File: src/rtl/sqrt_pkg.sv
// Shared types and constants for the square-root ROM request controller.
// Optional rounding is enabled with the SQRT_ROUND_EN macro.
package sqrt_pkg;

    typedef enum logic [2:0] {
        IDLE  = 3'd0,
        NORM  = 3'd1,
        READ  = 3'd2,
        LATCH = 3'd3,
        DONE  = 3'd4
    } state_t;

    localparam int ROM_FRAC  = 7;
    localparam int ROM_DEPTH = 256;

    function automatic int out_width(input int w_in, input int w_frac);
        return w_in / 2 + w_frac;
    endfunction

endpackage

File: src/rtl/sqrt_denorm.sv
// Rescales a ROM word by the normalisation shift count into the output format.
// SQRT_ROUND_EN selects round-half-up instead of truncation.
module sqrt_denorm
    import sqrt_pkg::*;
#(
    parameter int W_IN       = 24,
    parameter int W_FRAC     = 0,
    parameter int W_ROM_DATA = 11,
    parameter int KW         = 5
) (
    input  logic [W_ROM_DATA-1:0]               rom_data,
    input  logic [KW-1:0]                       k,
    output logic [out_width(W_IN, W_FRAC)-1:0]  result
);

    localparam int OUT_W  = out_width(W_IN, W_FRAC);
    localparam int K_MAX  = (W_IN - 8) / 2;
    // One spare bit above the worst-case left shift absorbs the rounding carry.
    localparam int WI     = W_ROM_DATA + K_MAX + 1;
    localparam int SR     = ROM_FRAC - W_FRAC;
    localparam int RND_SH = (SR > 0) ? (SR - 1) : 0;
    localparam logic [WI-1:0] RND = (SR > 0) ? (WI'(1) << RND_SH) : WI'(0);

    logic [WI-1:0] shl_s;
    logic [WI-1:0] sum_s;

    // Left shift by half the normalisation, optional rounding, then drop surplus fraction bits.
    always_comb begin
        shl_s = WI'(rom_data) << k;
`ifdef SQRT_ROUND_EN
        if (SR > 0) begin
            sum_s = shl_s + RND;
        end else begin
            sum_s = shl_s;
        end
`else
        sum_s = shl_s;
`endif
        result = OUT_W'(sum_s >> SR);
    end

endmodule

File: src/rtl/sqrt_rom_reader.sv
// Request-side controller for the 256-entry sqrt ROM: normalise, read, rescale.
// Build with SQRT_ROUND_EN defined for a rounded rather than truncated result.
module sqrt_rom_reader
    import sqrt_pkg::*;
#(
    parameter int W_IN       = 24,
    parameter int W_FRAC     = 0,
    parameter int W_ROM_ADDR = 8,
    parameter int W_ROM_DATA = 11
) (
    input  logic                                clk,
    input  logic                                rst,
    input  logic [W_IN-1:0]                     din,
    input  logic                                din_valid,
    output logic                                din_ready,
    output logic [out_width(W_IN, W_FRAC)-1:0]  dout,
    output logic                                dout_valid,
    input  logic                                dout_ready,
    output logic                                rom_ena,
    output logic [W_ROM_ADDR-1:0]               rom_addr,
    input  logic [W_ROM_DATA-1:0]               rom_data
);

    localparam int OUT_W = out_width(W_IN, W_FRAC);
    localparam int KW    = $clog2(W_IN / 2) + 1;

    state_t              state_r;
    state_t              state_s;
    logic [W_IN-1:0]     x_r;
    logic [KW-1:0]       k_r;
    logic [OUT_W-1:0]    dout_r;
    logic                dout_valid_r;
    logic                rom_ena_r;
    logic [W_ROM_ADDR-1:0] rom_addr_r;
    logic                high_s;
    logic [OUT_W-1:0]    denorm_s;

    // The operand is normalised while any bit above the ROM address range is set.
    generate
        if (W_IN > W_ROM_ADDR) begin : g_high
            assign high_s = |x_r[W_IN-1:W_ROM_ADDR];
        end else begin : g_no_high
            assign high_s = 1'b0;
        end
    endgenerate

    assign din_ready  = (state_r == IDLE);
    assign dout       = dout_r;
    assign dout_valid = dout_valid_r;
    assign rom_ena    = rom_ena_r;
    assign rom_addr   = rom_addr_r;

    sqrt_denorm #(
        .W_IN       (W_IN),
        .W_FRAC     (W_FRAC),
        .W_ROM_DATA (W_ROM_DATA),
        .KW         (KW)
    ) u_denorm (
        .rom_data (rom_data),
        .k        (k_r),
        .result   (denorm_s)
    );

    // State register.
    always_ff @(posedge clk or negedge rst) begin
        if (!rst) begin
            state_r <= IDLE;
        end else begin
            state_r <= state_s;
        end
    end

    // Next-state logic.
    always_comb begin
        state_s = state_r;
        case (state_r)
            IDLE: begin
                if (din_valid) begin
                    state_s = NORM;
                end else begin
                    state_s = IDLE;
                end
            end
            NORM: begin
                if (high_s) begin
                    state_s = NORM;
                end else begin
                    state_s = READ;
                end
            end
            READ:  state_s = LATCH;
            LATCH: state_s = DONE;
            DONE: begin
                if (dout_ready) begin
                    state_s = IDLE;
                end else begin
                    state_s = DONE;
                end
            end
            default: state_s = IDLE;
        endcase
    end

    // Datapath and registered outputs; the ROM strobe is set on entry to READ so it is high only there.
    always_ff @(posedge clk or negedge rst) begin
        if (!rst) begin
            x_r          <= '0;
            k_r          <= '0;
            dout_r       <= '0;
            dout_valid_r <= 1'b0;
            rom_ena_r    <= 1'b0;
            rom_addr_r   <= '0;
        end else begin
            case (state_r)
                IDLE: begin
                    if (din_valid) begin
                        x_r <= din;
                        k_r <= '0;
                    end
                end
                NORM: begin
                    if (high_s) begin
                        x_r <= x_r >> 2;
                        k_r <= k_r + KW'(1);
                    end else begin
                        rom_ena_r  <= 1'b1;
                        rom_addr_r <= x_r[W_ROM_ADDR-1:0];
                    end
                end
                READ: begin
                    rom_ena_r  <= 1'b0;
                    rom_addr_r <= '0;
                end
                LATCH: begin
                    dout_r       <= denorm_s;
                    dout_valid_r <= 1'b1;
                end
                DONE: begin
                    if (dout_ready) begin
                        dout_valid_r <= 1'b0;
                    end
                end
                default: begin
                    rom_ena_r    <= 1'b0;
                    dout_valid_r <= 1'b0;
                end
            endcase
        end
    end

endmodule

File: config.mk
export PLATFORM = sky130hd
export DESIGN_NAME = sqrt_rom_reader
export DESIGN_NICKNAME = d
export VERILOG_FILES = /design/src/rtl/sqrt_pkg.sv /design/src/rtl/sqrt_denorm.sv /design/src/rtl/sqrt_rom_reader.sv
export SDC_FILE = /design/constraint.sdc
export NUM_CORES = 1
export LEC_CHECK = 0
export BUFFER_PORTS_ARGS = -buffer_cell sky130_fd_sc_hd__buf_2
export CORE_AREA = 2 2 104 106
export DETAILED_ROUTE_END_ITERATION = 16
export DIE_AREA = 0 0 106 108
export GPL_TIMING_DRIVEN = 0
export SYNTH_ARGS = -nofsm -noshare
export SYNTH_HDL_FRONTEND = slang
export SYNTH_SLANG_ARGS = --single-unit
File: constraint.sdc
create_clock -name clk -period 2.2 [get_ports clk]
set_input_delay 0.11 -clock clk [delete_from_list [all_inputs] [get_ports clk]]
set_output_delay 0.11 -clock clk [all_outputs]
set_load 0.005 [all_outputs]
# Word-level counts from Yosys, hierarchy flattened
# Cells that the tools add are included.
[totals]
ff_bits = 54
in_bits = 39
out_inout_bits = 23
elab_cells = 45
[classes]
add_sub_neg = 1
n_eq_ne = 8
n_shift = 1
muxes = 16
n_bitwise = 2
reduce_logical = 10
[ops]
columns = ["cell", "n"]
rows = [
  ["$mux W24", 2],
  ["$pmux W24 S2", 1],
  ["$shl A11 B5 Y19", 1],
  ["$pmux W8 S2", 1],
  ["$reduce_or A16 Y1", 1],
  ["$pmux W3 S5", 1],
  ["$mux W5", 2],
  ["$pmux W5 S2", 1],
  ["$mux W8", 1],
  ["$ne A2 B2 Y1 const B", 4],
  ["$eq A3 B2 Y1 const B", 2],
  ["$reduce_and A2 Y1", 3],
  ["$reduce_or A3 Y1", 2],
  ["$add A5 B1 Y5 const B", 1],
  ["$reduce_bool A2 Y1", 2],
  ["$eq A3 B1 Y1 const B", 1],
  ["$eq A3 B3 Y1 const B", 1],
  ["$logic_not A3 Y1", 1],
  ["$mux W1", 3],
  ["$mux W3", 1],
  ["$pmux W1 S3", 1],
  ["$reduce_and A3 Y1", 1],
  ["$mux W2", 1],
  ["$not A1 Y1", 2],
  ["$pmux W1 S2", 1],
]

# Longest topological paths before layout
# Gate-level depths: netlist of run 1.
[logic_depth]
ltp_word = 4
depth_mapped = 6
depth_no_buf = 4

# Cells and area by module
# From an unflattened synthesis of run 1, not the netlist that was laid out.
[unflattened]
cells_unflattened = 290
area_unflattened_um2 = 3143.0
[modules_own_cells]
columns = ["mod", "instances", "cells_each", "area_per_inst_um2", "seq_area_each_um2"]
rows = [
  ["sqrt_rom_reader", 1, 221, 2509.9, 1351.3],
  ["sqrt_denorm", 1, 69, 633.1, 0.0],
]

# Worst setup path before layout of run 1
# No wires, ideal clock.
[synth_path]
path_kind = "reg2reg"
from = "reg k_r[0]"
to = "reg dout_r[3], in the netlist dout[3]"
setup_ps = 122
arrival_ps = 1560
required_time_ps = 2078
setup_slack_ps = 519
path_stages_with_launch = 6
path_buffers = 1
synth_period_minus_slack_ps = 1681
cell_sequence = "dfrtp_1 -> buf_6 -> mux4_1 -> mux2i_1 -> nand2_1 -> a32o_1"
[synth_via]
elab_chain_cells = 1
[synth_rtl]
columns = ["element", "line", "rtl"]
rows = [
  ["start, declared", "sqrt_rom_reader.sv:30", "logic [KW-1:0] k_r;"],
  ["start signal, assigned", "sqrt_rom_reader.sv:124", "k_r <= k_r + KW'(1);"],
  ["$shl A11 B5 Y19", "sqrt_denorm.sv:29", "shl_s = WI'(rom_data) << k;"],
  ["end signal, assigned", "sqrt_rom_reader.sv:135", "dout_r <= denorm_s;"],
  ["end, declared", "sqrt_rom_reader.sv:31", "logic [OUT_W-1:0] dout_r;"],
]
# Every way passes these cells.
# A chain may end at the register's enable or synchronous reset.

# Final worst setup path of run 1
[layout_path]
from = "reg x_r[12]"
to = "reg x_r[18]"
[layout_via]
elab_chain_cells = 3
[layout_rtl]
columns = ["element", "line", "rtl"]
rows = [
  ["start, declared", "sqrt_rom_reader.sv:29", "logic [W_IN-1:0] x_r;"],
  ["start signal, assigned", "sqrt_rom_reader.sv:117", "x_r <= din;"],
  ["start signal, assigned", "sqrt_rom_reader.sv:123", "x_r <= x_r >> 2;"],
  ["$reduce_or A16 Y1", "sqrt_rom_reader.sv:41", "assign high_s = |x_r[W_IN-1:W_ROM_ADDR];"],
  ["$ne A2 B2 Y1 (no line)", "-", ""],
  ["$reduce_and A3 Y1 (no line)", "-", ""],
]
# Every way passes these cells.

==> results of run 1 <==
-- worst min-delay path by stage --
stage                                to  slack, ns  cells after the start
floorplan           dout[0]$_DFFE_PN0P_      -0.19                      0
global placement     x_r[3]$_DFFE_PN0P_       0.32                      3
detailed placement   x_r[2]$_DFFE_PN0P_       0.32                      3
CTS                 x_r[22]$_DFFE_PN0P_      0.003                      3
global route         x_r[1]$_DFFE_PN0P_       0.01                      3
finish              x_r[22]$_DFFE_PN0P_       0.01                      3
-- power by group through the flow --
stage	clock network, mW	registers, mW	logic (mW)
floorplan	0	1.64	1.60
global placement	0	1.68	2.18
detailed placement	0	1.69	2.24
CTS	0.724	1.67	2.25
global route	0.773	1.72	2.47
finish	0.705	1.67	2.23
-- cell families after synthesis --
family	synth area share, %
flops	44.6
simple gates	18.0
fa+ha+maj	0.413
mux	13.8
buf+inv	5.25
compound gates	18.0
-- routing by layer --
layer / GRT usage, % / vias up / wire [microns]
met5: 0 / - / 0
met4: 1.97 / 0 / 41
met3: 2.77 / 4 / 457
met2: 24.2 / 80 / 3860
met1: 20.1 / 1263 / 3770
li1: - / 1217 / -
-- cell usage in the layout (no fill, tap or decap), types with 3 or more instances in the layout --
cell type,synthesis,layout
buf_2,4,64
dfrtp_1,54,54
nand2_1,40,40
nand2b_1,21,21
mux2i_1,15,15
o221a_1,14,14
nand3_1,11,11
clkbuf_1,10,10
mux2_2,10,10
inv_1,10,10
nor2_1,9,9
o21ai_0,8,8
nor3_1,5,5
nor4_1,5,5
buf_4,4,5
o221ai_1,5,5
clkbuf_8,0,5
mux4_2,4,4
nor2b_1,4,4
dlygate4sd3_1,0,4
buf_6,3,3
a22o_1,3,3
o221a_2,3,3
o31ai_1,3,3
a22oi_1,3,3
-- flip-flops by register name (all words and copies together) (netlist names) --
signal and count:
x_r 24, dout 12, rom_addr 8, k_r 5, state_r 3, dout_valid 1, rom_ena 1
-- worst max-delay path, delay by kind of cell, from the launching register on --
| kind | cells | cell delay [ns] |
|---|---|---|
| compound gates | 3 | 0.71 |
| flops | 1 | 0.42 |
| buf+inv | 1 | 0.17 |
| simple gates | 1 | 0.63 |
-- area by class of cell --
cell class | instances | area share, %
inverter | 10 | 1.02
clock buffer | 5 | 1.88
clock inverter | 3 | 1.30
buffer | 21 | 3.31
sequential | 54 | 36.9
tap | 136 | 4.64
timing repair buffer | 65 | 9.49
multi-input combinational | 202 | 41.5
-- timing repair --
item / 4_1_cts / 5_1_grt
endpoints found under the hold margin: 3 / 54
gates resized for setup: 0 / 0
hold buffers: 3 / 1
==> out/results.ini, run 1 <==
[floorplan]
die_w_microns=106
die_area_sq_um=11400
pin_count=62
coreArea_sq_um=10200
die_y_microns=108
rows=37
initial_utilization_pct=29.6

[clocking]
cts_setup_buffers=0
numCtsBuffers=5
cts.path.max_buffers=2
clk_pin_slew_ns=0.12
cts.sinks=54
insertion_delay_ns=0.31
cts_root_buf=clkbuf_8
cts_tree=done
cts_htree_levels=2

[worst_hold_path]
hp-class=primary input to register
hp-start=din[22]

[timing]
rsz0062_at_grt=no
slew_violations=0
fmax_mhz=487
worst_pin_slew_ns=0.706
fin_skew_ns=0.0158
relSlewSlack_pct=52.9
fin_crit_sh_pct=93.3
fin_setup_tns_ns=0
fin_hold_ws_ns=0.0111
finalSetupViolCount=0
hold_violations=0
setup_ws_ns=0.148
period_needed_ns=2.05

[layout]
fin_util_pct=35.8
finalNonFillerCells=496
fillers=1065
fin_nets=399
drive_gt1_share_pct=28.1
diodes=0
syn_to_final_growth_pct=20.9
multi_input_comb_area_sq_um=1520
fin_area_sq_um=3660
regArea_sq_um=1350

[setup_path]
ff2ff_path_depth=5
cp-end-kind=register
critPathLaunch=x_r[12]$_DFFE_PN0P_
rrSetupSlack_ns=0.15
endpoint=x_r[18]$_DFFE_PN0P_
cp_cell_sequence=nor4_1 > a41o_2 > o21ai_4 > buf_6 > o221a_1
start_kind=register
r2r_start=x_r[12]$_DFFE_PN0P_
worst-endpoint-required_ns=2.40
slowest_delay_ns=0.63
critPathSlowestCell=nor4_1
crit_path_max_fanout=10
timing.rr.end=x_r[18]$_DFFE_PN0P_
crit_type=register to register
crit_arrival_ns=2.25

[power_and_ir_drop]
ir_drop_v=0.000434
p_total_mw=4.61
seqPwrFrac_pct=36.2
intPower_mw=2.82
power_leakage_nw=1.60
p_clk_share_pct=15.3
p_comb_share_pct=48.5
p_sw_mw=1.79
p_per_area_nw_per_um2=1260
swShare_pct=38.8

[global_route]
overflow=0
grt_pass1_wl_microns=13200
grt_antenna_before_repair=0
grt_max_degree=55
grt_pass1_vias=2481
grt_usage_pct=14.5

[routing]
drtIter0Drc=122
dr_total_vias=2564
drc=0
firstDrtPassIters=4
wirelength_microns=8140
wl_per_cell_microns=16.4
detail-route-antenna-nets=0
vias_per_cell=5.17

[yosys]
synth_seq_cells=54
synth_warnings=0
yosysMostFrequentCell=dfrtp_1
netlist_instances=287
synth_common_cells=dfrtp_1 (54), nand2_1 (40), nand2b_1 (21)
syn_nets=327
synth_edf_count=0
syn-cell-area_sq_um=3030
syn_area_per_cell_sq_um=10.6
yosys.area.top_type=dfrtp_1
yosysSeqAreaShare_pct=44.6
synth_top_area_share_pct=44.6
yosysUniqueCellTypes=55
synthTopCellsByArea=dfrtp_1 (45%), o221a_1 (5.2%), mux2i_1 (5.0%), nand2_1 (5.0%), nand2b_1 (4.3%)
synthArstFlopShare_pct=100
ys.flop_type=dfrtp_1

[placement]
placed_area_sq_um=3500
gp_congestion=0.900
dpl.cell_count=484
dp_hpwl_microns=5850
dp_slack_ns=0.248
portBuffers=61

[flow_run]
max-cap-violations=0

[status]
status=complete, no violations

Power figures use the tool's default switching activity.
==> run 2: changes to the inputs <==
--- a/config.mk
+++ b/config.mk
@@ -10,6 +10,7 @@
 export DETAILED_ROUTE_END_ITERATION = 16
 export DIE_AREA = 0 0 106 108
 export GPL_TIMING_DRIVEN = 0
+export MAX_ROUTING_LAYER = met4
 export SYNTH_ARGS = -nofsm -noshare
 export SYNTH_HDL_FRONTEND = slang
 export SYNTH_SLANG_ARGS = --single-unit
==> out/results.ini, run 2 (synthesis gave the netlist of run 1 again) <==
[status]
status=complete, no violations

[timing]
relSlewSlack_pct=53.1
period_needed_ns=2.00
fin_skew_ns=0.0108
worst_pin_slew_ns=0.703
hold_violations=0
rsz0062_at_grt=no
fin_crit_sh_pct=91.1
finalSetupViolCount=0
slew_violations=0
fin_setup_tns_ns=0
fmax_mhz=499

[routing]
wl_per_cell_microns=16.2
drc=0
firstDrtPassIters=5
dr_total_vias=2531
detail-route-antenna-nets=0
wirelength_microns=8040
vias_per_cell=5.11
drtIter0Drc=134

[layout]
largest_reg_flops=24
top_register=x_r
syn_to_final_growth_pct=20.1
drive_gt1_share_pct=28.1
fillers=1042
fin_util_pct=35.6
diodes=0
fin_nets=398
layout_commonest_cell=buf_2
mostFrequentLayoutCells=buf_2 (64), dfrtp_1 (54), nand2_1 (40), nand2b_1 (21), mux2i_1 (15)

[floorplan]
die_area_sq_um=11400
die_y_microns=108
pin_count=62
coreArea_sq_um=10200
initial_utilization_pct=29.6
rows=37
die_w_microns=106

[setup_path]
rrSetupSlack_ns=0.20
worst-endpoint-required_ns=2.41
ff2ff_path_depth=5
cp.buffers_inverters=1
slowest_delay_ns=0.60
r2r_start=x_r[12]$_DFFE_PN0P_
crit_arrival_ns=2.21
cp_cell_sequence=nor4_1 > a41o_2 > o21ai_4 > buf_6 > o221a_1
crit_path_max_fanout=10
timing.rr.end=x_r[19]$_DFFE_PN0P_
critPathSlowestCell=nor4_1
start_kind=register
cp-end-kind=register
crit_type=register to register
crit_family=compound AO/OA/AOI/OAI gates

[clocking]
cts.sinks=54
cts_resized=0
cts_tree=done
clk_pin_slew_ns=0.11
cts_htree_levels=2
numCtsBuffers=5
insertion_delay_ns=0.31
cts.path.max_buffers=2
cts_root_buf=clkbuf_8

[global_route]
grt_pass1_wl_microns=13300
grt_max_degree=55
grt_usage_pct=14.9
grt_antenna_before_repair=0
overflow=0
grt_pass1_vias=2582

[worst_hold_path]
hold_end=x_r[1]$_DFFE_PN0P_
hold_path_depth=3
hp-class=primary input to register
hp-start=din[1]

[placement]
gp_congestion=0.905
portBuffers=61
dp_hpwl_microns=5870

[power_and_ir_drop]
power_leakage_nw=1.59
p_total_mw=4.51
ir_drop_v=0.000449
p_per_area_nw_per_um2=1240

[flow_run]
max-cap-violations=0

==> run 2: cell types whose count changed in the layout (fill, tap and decap cells not counted), sizes merged <==
cell and change:
bufinv -1, dlygate4sd3 -1, inv -1, clkinv +1, clkbuf +1
==> run 2: final cells by class <==
type | count | area (sq um) | area share, %
Timing Repair Buffer | 64 | 338 | 9.29
Tap cell | 136 | 170 | 4.68
Clock inverter | 2 | 17.5 | 0.482
Buffer | 21 | 121 | 3.34
Sequential cell | 54 | 1350 | 37.2
Clock buffer | 6 | 82.6 | 2.27
Inverter | 10 | 37.5 | 1.03
Multi-Input combinational cell | 202 | 1520 | 41.8
==> run 2: worst max-delay path by stage <==
stage                     depth (start not counted)                start  slack [ns]                   to
after floorplan                                   5   k_r[0]$_DFFE_PN0P_        0.52  dout[3]$_DFFE_PN0P_
after global placement                            5  x_r[12]$_DFFE_PN0P_        0.30  x_r[11]$_DFFE_PN0P_
after detailed placement                          5  x_r[12]$_DFFE_PN0P_        0.26  x_r[18]$_DFFE_PN0P_
after CTS                                         5  x_r[12]$_DFFE_PN0P_        0.24  x_r[18]$_DFFE_PN0P_
after global routing                              5  x_r[12]$_DFFE_PN0P_        0.05  x_r[18]$_DFFE_PN0P_
final                                             5  x_r[12]$_DFFE_PN0P_        0.20  x_r[19]$_DFFE_PN0P_
==> run 2: timing repair <==
action / in CTS / in global routing
setup buffers: 0 / 0
setup endpoints to repair: 0 / 0
hold buffers: 2 / 1
endpoints found under the hold margin: 2 / 54
==> run 2: where the power goes <==
| part | internal, mW | switching (mW) | total, mW |
|---|---|---|---|
| Clock | 0.260 | 0.355 | 0.615 |
| Combinational | 1.08 | 1.15 | 2.23 |
| Sequential | 1.40 | 0.272 | 1.67 |
==> run 2: through the flow <==
| step | instance area [sq um] | hold WS [ns] | setup WS (ns) | instances |
|---|---|---|---|---|
| after floorplan | 3030 | -0.186 | 0.519 | 287 |
| after CTS | 3620 | 0.00115 | 0.241 | 494 |
| after global placement | 3500 | 0.321 | 0.304 | 484 |
| final | 3640 | 0.00943 | 0.195 | 495 |
| after detailed placement | 3500 | 0.329 | 0.263 | 484 |
| after global routing | 3640 | 0.0232 | 0.0479 | 495 |
==> run 2: metal layers <==
layer	part of all wire (%)	wire, microns	GRT usage, %	vias up
met2	48	3880	24.5	79
li1	-	-	-	1215
met4	0.66	53	2.73	0
met1	46	3730	19.6	1230
met3	4.8	384	2.65	7
met5	0	0	-	-
==> run 2: worst min-delay path, stage by stage <==
cell      delay (ns)
buf_2           0.08
nand2_1         0.04
o221ai_1        0.06
==> run 3: changes to the inputs <==
==> constraint.sdc (replaced) <==
create_clock -name clk -period 2.2 [get_ports clk]
set_input_delay 0.11 -clock clk [delete_from_list [all_inputs] [get_ports clk]]
set_output_delay 0.11 -clock clk [all_outputs]
set_load 0.1 [all_outputs]
==> out/results.ini, run 3 (synthesis gave the netlist of run 1 again) <==
[power_and_ir_drop]
ir_drop_v=0.000948
power_leakage_nw=1.59
p_per_area_nw_per_um2=1600

[timing]
hold_violations=0
rsz0062_at_grt=no
period_needed_ns=1.99
fin_crit_sh_pct=90.7
slew_violations=0
finalSetupViolCount=0
fin_skew_ns=0.00864
worst_pin_slew_ns=0.694
relSlewSlack_pct=53.7
fin_setup_tns_ns=0
fmax_mhz=501

[setup_path]
crit_path_max_fanout=10
start_kind=register
cp.buffers_inverters=1
crit_family=compound AO/OA/AOI/OAI gates
worst-endpoint-required_ns=2.41
cp-end-kind=register
slowest_delay_ns=0.59
crit_arrival_ns=2.21
cp_cell_sequence=nor4_1 > a41o_2 > o21ai_4 > buf_6 > o221a_1
critPathSlowestCell=nor4_1
crit_type=register to register

[clocking]
cts_setup_buffers=0
cts_htree_levels=2
cts_tree=done
clk_pin_slew_ns=0.11
cts.path.max_buffers=2
insertion_delay_ns=0.32
cts.sinks=54
cts_resized=0
cts_root_buf=clkbuf_8
numCtsBuffers=5
ctsHoldBuffers=1

[routing]
wirelength_microns=8060
vias_per_cell=5.15
firstDrtPassIters=4
dr_total_vias=2547
drc=0
detail-route-antenna-nets=0
drtIter0Drc=117
wl_per_cell_microns=16.3

[status]
status=complete, no violations

[floorplan]
pin_count=62
coreArea_sq_um=10200
initial_utilization_pct=29.6
die_area_sq_um=11400
rows=37
die_y_microns=108
die_w_microns=106

[layout]
diodes=0
top_register=x_r
fillers=1053
mostFrequentLayoutCells=buf_2 (64), dfrtp_1 (54), nand2_1 (40), nand2b_1 (21), mux2i_1 (15)
largest_reg_flops=24
layout_commonest_cell=buf_2
drive_gt1_share_pct=28.4
fin_nets=398
syn_to_final_growth_pct=20.9
finalNonFillerCells=495

[flow_run]
max-cap-violations=0

[placement]
portBuffers=61
dp_hpwl_microns=5870
dpl.cell_count=484
gp_congestion=0.909

[global_route]
grt_antenna_before_repair=0
grt_usage_pct=15.1
grt_pass1_wl_microns=13300
overflow=0
grt_max_degree=55
grt_pass1_vias=2548

[worst_hold_path]
hp-class=primary input to register

-- run 3: cell types whose count changed in the layout (fill, tap and decap cells not counted) --
cell       previous run  this run
nor3_2                1         0
clkinv_4              2         1
inv_6                 0         1
nor3_4                0         1
bufinv_16             0         1
and2_1                1         0
clkbuf_8              6         5
and2_4                0         1
-- run 3: cell type report --
cell class	count	area (sq um)	share of cell area, %
plain buffers	21	121	3.31
well taps	136	170	4.65
multi-input cells	202	1530	41.7
repair buffers	64	338	9.22
clock inverters	3	47.5	1.30
inverters	10	37.5	1.02
clock buffers	5	68.8	1.88
flip-flops and latches	54	1350	36.9
-- run 3: metal layers --
metal / share of wire (%) / up-vias / wire (microns) / GRT usage (%)
li1: - / 1217 / - / -
met1: 47 / 1245 / 3750 / 20.2
met2: 47 / 77 / 3820 / 24.3
met3: 5.1 / 8 / 409 / 2.47
met4: 0.97 / 0 / 78 / 3.38
met5: 0 / - / 0 / -
-- run 3: worst reg2reg max path: stages (launching register included) --
cell and delay [ns]:
dfrtp_1 0.41, nor4_1 0.59, a41o_2 0.39, o21ai_4 0.11
buf_6 0.17, o221a_1 0.22
-- run 3: worst paths after layout --
kind,from,to,slack (ns),cells past startpoint
min in group asynchronous,rst,dout[3]$_DFFE_PN0P_,0.35,2
max reg2reg,x_r[12]$_DFFE_PN0P_,x_r[18]$_DFFE_PN0P_,0.21,5
max,x_r[12]$_DFFE_PN0P_,x_r[18]$_DFFE_PN0P_,0.21,5
max in group asynchronous,rst,k_r[0]$_DFFE_PN0P_,1.37,2
min reg2reg,dout[2]$_DFFE_PN0P_,dout[2]$_DFFE_PN0P_,0.48,2
min,din[1],x_r[1]$_DFFE_PN0P_,0.006,3
-- run 3: through the flow --
step           setup WS (ns)  hold WS (ns)  util, %  total power, mW  cell area [sq um]
6_report               0.205       0.00613     35.8             5.87               3660
5_1_grt               0.0812       0.00388     35.8             6.22               3660
4_1_cts                0.248       0.00279     35.6             5.88               3640
3_5_place_dp           0.263         0.328     34.3             5.16               3510
3_3_place_gp           0.292         0.322     34.3             5.12               3510
2_1_floorplan         0.0126        -0.186        -             4.47               3040
-- run 3: where the power goes --
group / leakage [nW] / switching [mW] / internal (mW) / total, mW
Combinational: 0.861 / 2.40 / 1.08 / 3.48
Sequential: 0.675 / 0.282 / 1.40 / 1.68
Clock: 0.0587 / 0.363 / 0.346 / 0.709
Total: 1.59 / 3.04 / 2.83 / 5.87
